--- src/rtl/avg_feeder_if.sv ---
// Sample stream from the producer into avg_feeder: valid/ready handshake
// carrying a 4-bit sample and an end-of-frame marker.
interface avg_feeder_if;
    logic       s_valid;
    logic       s_ready;
    logic [3:0] s_data;
    logic       s_last;

    modport master (output s_valid, output s_data, output s_last, input s_ready);
    modport slave  (input s_valid, input s_data, input s_last, output s_ready);
endinterface

--- src/rtl/avg_feeder.sv ---
// Front end for the 4-tap moving averager: buffers framed samples, paces loads,
// appends two zero flush loads per frame and emits only full-window sums.
module avg_feeder #(
    parameter int FIFO_DEPTH = 8,
    parameter int INTERVAL_W = 4
) (
    input  logic                  clk,
    input  logic                  rst,
    input  logic [INTERVAL_W-1:0] cfg_interval,
    avg_feeder_if.slave           s,
    output logic                  avg_clr,
    output logic                  x_load,
    output logic [3:0]            x,
    input  logic [5:0]            y_in,
    output logic                  m_valid,
    output logic [5:0]            m_data,
    output logic                  m_last,
    output logic                  err_short,
    output logic                  busy
);
    localparam int          AW         = $clog2(FIFO_DEPTH);
    localparam logic [AW:0] FULL_COUNT = (AW+1)'(FIFO_DEPTH);
    localparam logic [2:0]  J_FULL     = 3'd5;

    typedef enum logic [1:0] {IDLE, CLEAR, RUN, FLUSH} state_t;

    logic [4:0]    fifo_mem_q [FIFO_DEPTH];
    logic [AW-1:0] wr_ptr_q, rd_ptr_q;
    logic [AW:0]   count_q;
    logic          fifo_full, fifo_empty, push, pop;
    logic [4:0]    head;

    state_t                state_q, state_d;
    logic [INTERVAL_W-1:0] cnt_q, cnt_d;
    logic [2:0]            j_q, j_d, j_inc;
    logic [1:0]            flush_cnt_q, flush_cnt_d;
    logic [3:0]            x_q, x_d;
    logic                  slot, last_load;

    logic       p1_valid_q, p1_last_q, p1_short_q;
    logic       m_valid_q, m_last_q, err_short_q;
    logic [5:0] m_data_q;

    assign fifo_full  = (count_q == FULL_COUNT);
    assign fifo_empty = (count_q == '0);
    assign s.s_ready  = !fifo_full;
    assign push       = s.s_valid && !fifo_full;
    assign head       = fifo_mem_q[rd_ptr_q];

    always_ff @(posedge clk) begin
        if (push) begin
            fifo_mem_q[wr_ptr_q] <= {s.s_last, s.s_data};
        end
    end

    always_ff @(posedge clk) begin
        if (rst) begin
            wr_ptr_q <= '0;
            rd_ptr_q <= '0;
            count_q  <= '0;
        end else begin
            if (push) wr_ptr_q <= wr_ptr_q + 1'b1;
            if (pop)  rd_ptr_q <= rd_ptr_q + 1'b1;
            case ({push, pop})
                2'b10:   count_q <= count_q + 1'b1;
                2'b01:   count_q <= count_q - 1'b1;
                default: count_q <= count_q;
            endcase
        end
    end

    // A load slot is open whenever the interval counter has run down to zero.
    assign slot  = (cnt_q == '0);
    assign j_inc = (j_q == J_FULL) ? j_q : j_q + 3'd1;

    always_comb begin
        state_d     = state_q;
        cnt_d       = slot ? cnt_q : cnt_q - 1'b1;
        j_d         = j_q;
        flush_cnt_d = flush_cnt_q;
        x_d         = x_q;
        pop         = 1'b0;
        avg_clr     = 1'b0;
        x_load      = 1'b0;
        last_load   = 1'b0;
        case (state_q)
            IDLE: begin
                if (!fifo_empty) state_d = CLEAR;
            end
            CLEAR: begin
                avg_clr = 1'b1;
                j_d     = '0;
                cnt_d   = '0;
                state_d = RUN;
            end
            RUN: begin
                if (slot && !fifo_empty) begin
                    pop    = 1'b1;
                    x_load = 1'b1;
                    x_d    = head[3:0];
                    cnt_d  = cfg_interval;
                    j_d    = j_inc;
                    if (head[4]) begin
                        state_d     = FLUSH;
                        flush_cnt_d = 2'd2;
                    end
                end
            end
            FLUSH: begin
                if (slot) begin
                    x_load      = 1'b1;
                    x_d         = '0;
                    cnt_d       = cfg_interval;
                    j_d         = j_inc;
                    flush_cnt_d = flush_cnt_q - 2'd1;
                    if (flush_cnt_q == 2'd1) begin
                        last_load = 1'b1;
                        state_d   = IDLE;
                    end
                end
            end
            default: state_d = IDLE;
        endcase
    end

    assign x = x_d;

    always_ff @(posedge clk) begin
        if (rst) begin
            state_q     <= IDLE;
            cnt_q       <= '0;
            j_q         <= '0;
            flush_cnt_q <= '0;
            x_q         <= '0;
        end else begin
            state_q     <= state_d;
            cnt_q       <= cnt_d;
            j_q         <= j_d;
            flush_cnt_q <= flush_cnt_d;
            x_q         <= x_d;
        end
    end

    // y_in answers a load one cycle later; it is registered, so results land two cycles after the load.
    always_ff @(posedge clk) begin
        if (rst) begin
            p1_valid_q  <= 1'b0;
            p1_last_q   <= 1'b0;
            p1_short_q  <= 1'b0;
            m_valid_q   <= 1'b0;
            m_data_q    <= '0;
            m_last_q    <= 1'b0;
            err_short_q <= 1'b0;
        end else begin
            p1_valid_q  <= x_load && (j_q == J_FULL);
            p1_last_q   <= last_load;
            p1_short_q  <= last_load && (j_q != J_FULL);
            m_valid_q   <= p1_valid_q;
            m_data_q    <= p1_valid_q ? y_in : '0;
            m_last_q    <= p1_valid_q && p1_last_q;
            err_short_q <= p1_short_q;
        end
    end

    assign m_valid   = m_valid_q;
    assign m_data    = m_data_q;
    assign m_last    = m_last_q;
    assign err_short = err_short_q;
    assign busy      = (state_q != IDLE);
endmodule

--- src/flat_wrapper.sv ---
// flat-port wrapper written by rule: the top's interface ports become plain ports
module avg_feeder_flat 
#(
    parameter int FIFO_DEPTH = 8,
    parameter int INTERVAL_W = 4
)
  (clk, rst, cfg_interval, avg_clr, x_load, x, y_in, m_valid, m_data, m_last, err_short, busy, s_s_valid, s_s_data, s_s_last, s_s_ready);
  avg_feeder_if s_i ();
  input  logic clk;
  input  logic rst;
  input  logic [INTERVAL_W-1:0] cfg_interval;
  output logic avg_clr;
  output logic x_load;
  output logic [3:0] x;
  input  logic [5:0] y_in;
  output logic m_valid;
  output logic [5:0] m_data;
  output logic m_last;
  output logic err_short;
  output logic busy;
  input wire logic [$bits(s_i.s_valid)-1:0] s_s_valid;
  input wire logic [$bits(s_i.s_data)-1:0] s_s_data;
  input wire logic [$bits(s_i.s_last)-1:0] s_s_last;
  output wire logic [$bits(s_i.s_ready)-1:0] s_s_ready;
  assign s_i.s_valid = s_s_valid;
  assign s_i.s_data = s_s_data;
  assign s_i.s_last = s_s_last;
  assign s_s_ready = s_i.s_ready;
  avg_feeder #(.FIFO_DEPTH(FIFO_DEPTH), .INTERVAL_W(INTERVAL_W)) u_core (.clk(clk), .rst(rst), .cfg_interval(cfg_interval), .s(s_i), .avg_clr(avg_clr), .x_load(x_load), .x(x), .y_in(y_in), .m_valid(m_valid), .m_data(m_data), .m_last(m_last), .err_short(err_short), .busy(busy));
endmodule
--- config.mk ---
export PLATFORM = sky130hd
export DESIGN_NAME = avg_feeder_flat
export DESIGN_NICKNAME = d
export VERILOG_FILES = /design/src/rtl/avg_feeder_if.sv /design/src/rtl/avg_feeder.sv /design/src/flat_wrapper.sv
export SDC_FILE = /design/constraint.sdc
export NUM_CORES = 1
export LEC_CHECK = 0
export ABC_AREA = 1
export CORE_ASPECT_RATIO = 1.1
export CORE_MARGIN = 3
export CORE_UTILIZATION = 30
export CTS_CLUSTER_DIAMETER = 200
export DETAILED_ROUTE_END_ITERATION = 8
export PLACE_DENSITY = 0.56
export SYNTH_ARGS = -nofsm -noshare
export SYNTH_HDL_FRONTEND = slang
export SYNTH_SLANG_ARGS = --single-unit
--- constraint.sdc ---
create_clock -name clk -period 2.57 [get_ports clk]
set_input_delay 0.257 -clock clk [delete_from_list [all_inputs] [get_ports clk]]
set_output_delay 0.257 -clock clk [all_outputs]
set_load 0.02 [all_outputs]
* Yosys cells after proc, flatten, opt, wreduce, memory -nomap -nowiden
Memories as Yosys holds them, arrays and structs flattened. A register that Yosys moved wholly into a read port is not among the register bits.
Index checks and enable logic that the tools add are counted.
** Operators by class
- Muxes and demuxes :: 34
- Reduce and logical (&&, ||, !) cells :: 18
- Bitwise operators :: 1
- Equal/unequal tests :: 14
- Add/sub/neg operators :: 7
** Operator list (count)
- 4-bit 2-to-1 mux :: 5
- 2-bit 2-to-1 mux :: 8
- 4-bit case mux with 2 select lines :: 2
- 3-bit 2-to-1 mux :: 5
- 4-bit case mux with 3 select lines :: 1
- 3-bit by 1-bit adder with 3-bit output (second input constant) :: 3
- 1-bit 2-to-1 mux :: 9
- 3-bit case mux with 3 select lines :: 1
- 4-bit logical NOT :: 2
- 2-bit by 1-bit != test with 1-bit output (second input constant) :: 4
- 2-bit case mux with 4 select lines :: 1
- 4-bit by 1-bit subtractor with 4-bit output (second input constant) :: 2
- 2-bit by 1-bit equality test with 1-bit output (second input constant) :: 3
- 2-bit equality test (second input constant) :: 3
- 2-bit nonzero test :: 3
- 1-bit logical AND :: 5
- 5-bit AND reduction :: 1
- 4-bit by 1-bit adder with 4-bit output (second input constant) :: 1
- 4-bit equality test (second input constant) :: 1
- 2-bit case mux with 2 select lines :: 1
- 4-bit AND reduction :: 1
- 3-bit equality test (second input constant) :: 1
- 3-bit != test (second input constant) :: 1
- 3-bit AND reduction :: 1
- 8 further kinds :: 9
** Word-level totals
- Output and inout bits :: 17
- Flip-flop bits (word level) :: 37
- Input bits :: 18
- Bits in writable memories :: 40
- Memories :: 1
** Memory list
- u_core.fifo_mem_q :: words 8, bits a word 5, read ports 1, clocked after memory_dff 1, write ports 1, RTL line avg_feeder.sv:27 : logic [4:0] fifo_mem_q [FIFO_DEPTH];

* Longest topological paths before layout
- Word-level depth :: 7
- Mapped depth :: 15

* Worst setup path before layout
Ideal clock, no wire load.
- Path type :: register to register
- From :: reg u_core.cnt_q[0]
- To :: reg u_core.count_q[1]
- Setup slack :: 0.623 ns
- Arrival :: 1.831 ns
- Cell stages (with the launch flop) :: 12
- Clock period less this slack :: 1.947 ns
- Setup time :: 0.116 ns
- Buffers on the path :: 0
- Data required time :: 2.454 ns
- Cells stage by stage :: dfxtp_1 -> inv_1 -> ha_1 -> nand2_2 -> nor2_4 -> nand3_4 -> inv_2 -> ha_1 -> xor2_1 -> ha_1 -> o21ai_0 -> nor2_1
** Between the ends
- Word-level cells in the longest chain between the ends :: 6
** RTL lines
- start: declaration :: RTL line avg_feeder.sv:34 : logic [INTERVAL_W-1:0] cnt_q, cnt_d;
- start signal: assignment :: RTL line avg_feeder.sv:137 : cnt_q <= cnt_d;
- 4-bit logical NOT * :: RTL line avg_feeder.sv:73 : assign slot = (cnt_q == '0);
- 1-bit logical AND * :: RTL line avg_feeder.sv:97 : if (slot && !fifo_empty) begin
- 1-bit 2-to-1 mux * :: RTL line avg_feeder.sv:97
- 1-bit 2-to-1 mux * :: RTL line avg_feeder.sv:86 : case (state_q)
- named net u_core.pop :: RTL line avg_feeder.sv:30 : logic fifo_full, fifo_empty, push, pop;
- 2-bit by 1-bit equality test with 1-bit output or 2-bit equality test (tied branches) :: RTL line avg_feeder.sv:64 : case ({push, pop})
- 4-bit case mux with 2 select lines or 2-bit nonzero test (tied branches)
- end signal: assignment :: RTL line avg_feeder.sv:65 : 2'b10: count_q <= count_q + 1'b1;
- end signal: assignment :: RTL line avg_feeder.sv:66 : 2'b01: count_q <= count_q - 1'b1;
- end signal: assignment :: RTL line avg_feeder.sv:67 : default: count_q <= count_q;
- end: declaration :: RTL line avg_feeder.sv:29 : logic [AW:0] count_q;
The timed path passes the listed nets; every way through them passes the cells marked *.
A chain may end at the register's enable or synchronous reset.

* Worst setup path after layout
- From :: reg u_core.cnt_q[0]
- To :: out x[0]
** Between the ends
- Word-level cells in the longest chain between the ends :: 4
** RTL lines
- 4-bit logical NOT * :: RTL line avg_feeder.sv:73
- 1-bit logical AND :: RTL line avg_feeder.sv:97
- 4-bit 2-to-1 mux :: RTL line avg_feeder.sv:97
- 4-bit case mux with 2 select lines * :: RTL line avg_feeder.sv:86
- end: declaration :: RTL line flat_wrapper.sv:14 : output logic [3:0] x;
Every way passes the cells marked *; elsewhere a longest branch is shown, timed or not.

==> results.ini <==
[clock_network]
cts_root_buf=clkbuf_16
clkSinkCount=80
clock_latency_ns=0.33
post_cts_buffers=0
numCtsBuffers=9
htree_levels=3
clk_path_buf_depth=2
clk_pin_slew_ns=0.06
cts.repair.resized=4
cts_tree=done
cts-hold-fix-buffers=0

[worst_setup_path]
crit_fanout=7
path_cells=inv_1, ha_1, nand2_2, nor2_4, nand3_4, inv_2, nand3_1, nand3_1, dlygate4sd2_1
critical_path_class=flop to output pin
cp.required_ns=2.31
critical_path.slowest_cell=dlygate4sd2_1
arrival_ns=2.11
worstSetupStartpointType=flop
end_kind=output pin
cp_num_buf_inv=3
path_delay_family=buffers and inverters
slowest_delay_ns=0.35
critPathMostFrequentCell=nand3_1

[logic_synthesis]
syn_inst=379
synth_compound_area_frac=0.0913
syn_area_um2=3490
ys.warnings.count=0
synth_adder_area_share=0.0465
ys_seq_area_frac=0.573
muxShareOfSynthArea=0
synth_fp_nets=410
synth_top_family_by_area=simple AND/OR/NAND/NOR gates
ys_seq_elements=80
synth_cell_type_count=28
synth-simple-area-share=0.214
synth-xor-area-share=0.0125
synth.avg_cell_area_um2=9.22

[power]
power.total_mw=3.66
clock_power_share=0.334
switching_share=0.310
power.internal_mw=2.52
p_seq_frac=0.414
ir_worst_vdd_mv=0.334
switchingPower_mw=1.14
power_density_nw_per_um2=853
combPwrFrac=0.253
leakage_nw=1.72

[floorplanning]
die_w_um=109
ioPinCount=35
start_util=0.313
core.rowCount=40
coreArea_um2=11200
die_h_um=119
die_area_um2=13000

[timing]
final-max-slew-violation-count=0
fin_tns_setup_ns=0
fmax_mhz=423
fin_skew_ns=0.00691
hold_viol=0
rsz0062_at_grt=no
setup_viol=0
post-route-period-util=0.921
tightestPinTransition_ns=0.569
min_period_ns=2.37
relSlewSlack=0.619

[route]
wl_mm=7.43
avgViaCountPerCell=4.65
ant_nets=0
dr.pass1.iters=4
detail_route.wl_per_cell_um=13.0
drtIter0Drc=141
drc=0
route.vias.total=2660

[final_layout]
drive_gt1_frac=0.0918
diodes=0
fin_nets=451
area_delta_synth_final_pct=22.9
layout.cells.most_common_list=nor2_1, nand2_1, inv_1

[global_routing]
grt_pass1_wl_mm=12.0
grt_usage=0.120
antenna_found_initial=0
grt_pass1_vias=2589
grt_overflow=0
grt_max_degree=21

[outcome]
status=finished clean

[placement]
place_congestion=0.838
hpwl_mm=5.23
io_buffer_count=34

[min_path]
min_path_type=flop to flop

[run]
drv_cap=0

worst paths after layout:
check / start / endpoint / slack, ns / cells past startpoint
worst max-delay path: u_core.cnt_q[0] / x[0] / 0.20 / 9
worst min-delay path: u_core.p1_short_q / u_core.err_short / 0.40 / 2
worst max register to register: u_core.cnt_q[0] / u_core.count_q[3] / 0.27 / 14
worst min register to register: u_core.p1_short_q / u_core.err_short / 0.40 / 2
layout make-up:
type / instances / area (um^2)
fill: 1083 / 6870
sequential: 80 / 2000
multi-input combinational: 244 / 1270
timing repair buffer: 39 / 373
clock buffer: 10 / 229
tap: 147 / 184
inverter: 46 / 173
clock inverter: 6 / 60.1
state kept, by name, indices dropped and copies added, names as in the netlist, 2 cells and up, named ones only:
name                cells
u_core.flush_cnt_q      2
u_core.fifo_mem_q      40
u_core.rd_ptr_q         3
u_core.j_q              3
u_core.x_q              4
u_core.m_data           6
u_core.wr_ptr_q         3
u_core.count_q          4
u_core.state_q          2
u_core.cnt_q            4
per-stage QoR:
stage               instance area [um^2]  std cells  worst slack, ns  utilization  hold slack (ns)
floorplan                           3490        379            0.623            -            0.356
global placement                    4010        556            0.360        0.359            0.407
detailed placement                  4010        556            0.281        0.359            0.401
CTS                                 4290        572            0.183        0.385            0.406
global route                        4290        572           0.0638        0.385            0.439
finish                              4290        572            0.204        0.385            0.402
power groups by stage:
stage	Combinational [mW]	Clock (mW)	Sequential (mW)
detailed placement	0.939	0	1.54
finish	0.924	1.22	1.51
global placement	0.921	0	1.53
global route	1.05	1.31	1.52
CTS	0.934	1.26	1.51
floorplan	0.685	0	1.52
metal layers:
layer	global-route usage	wire, um
met5	0	0
met4	0.0663	216
met3	0.0287	436
met2	0.191	3490
met1	0.148	3290
worst min-delay path, stage by stage (launching register included):
cell and delay, ns:
dfxtp_1 0.30, inv_1 0.04, nor2_1 0.03
synthesized netlist by cell type, drive strengths merged:
library cell	n	area, um^2
nor2	66	270
o21ai	29	145
nor3b	1	7.51
nor3	4	20.0
a21oi	16	83.8
o211ai	9	67.6
dfxtp	40	801
a211oi	1	7.51
nand3	30	173
o22ai	1	6.26
ha	13	163
xor2	5	43.8
inv	46	173
nand2	68	278
clkbuf	3	11.3
o311ai	1	8.76
edfxtp	40	1200
buf	6	35.0
kinds of logic after synthesis:
kind of cell / after synthesis
simple gates: 169
flops: 80
compound gates: 57
buf+inv: 55
fa+ha+maj: 13
xor+xnor: 5
(Power assumes the default switching activity.)
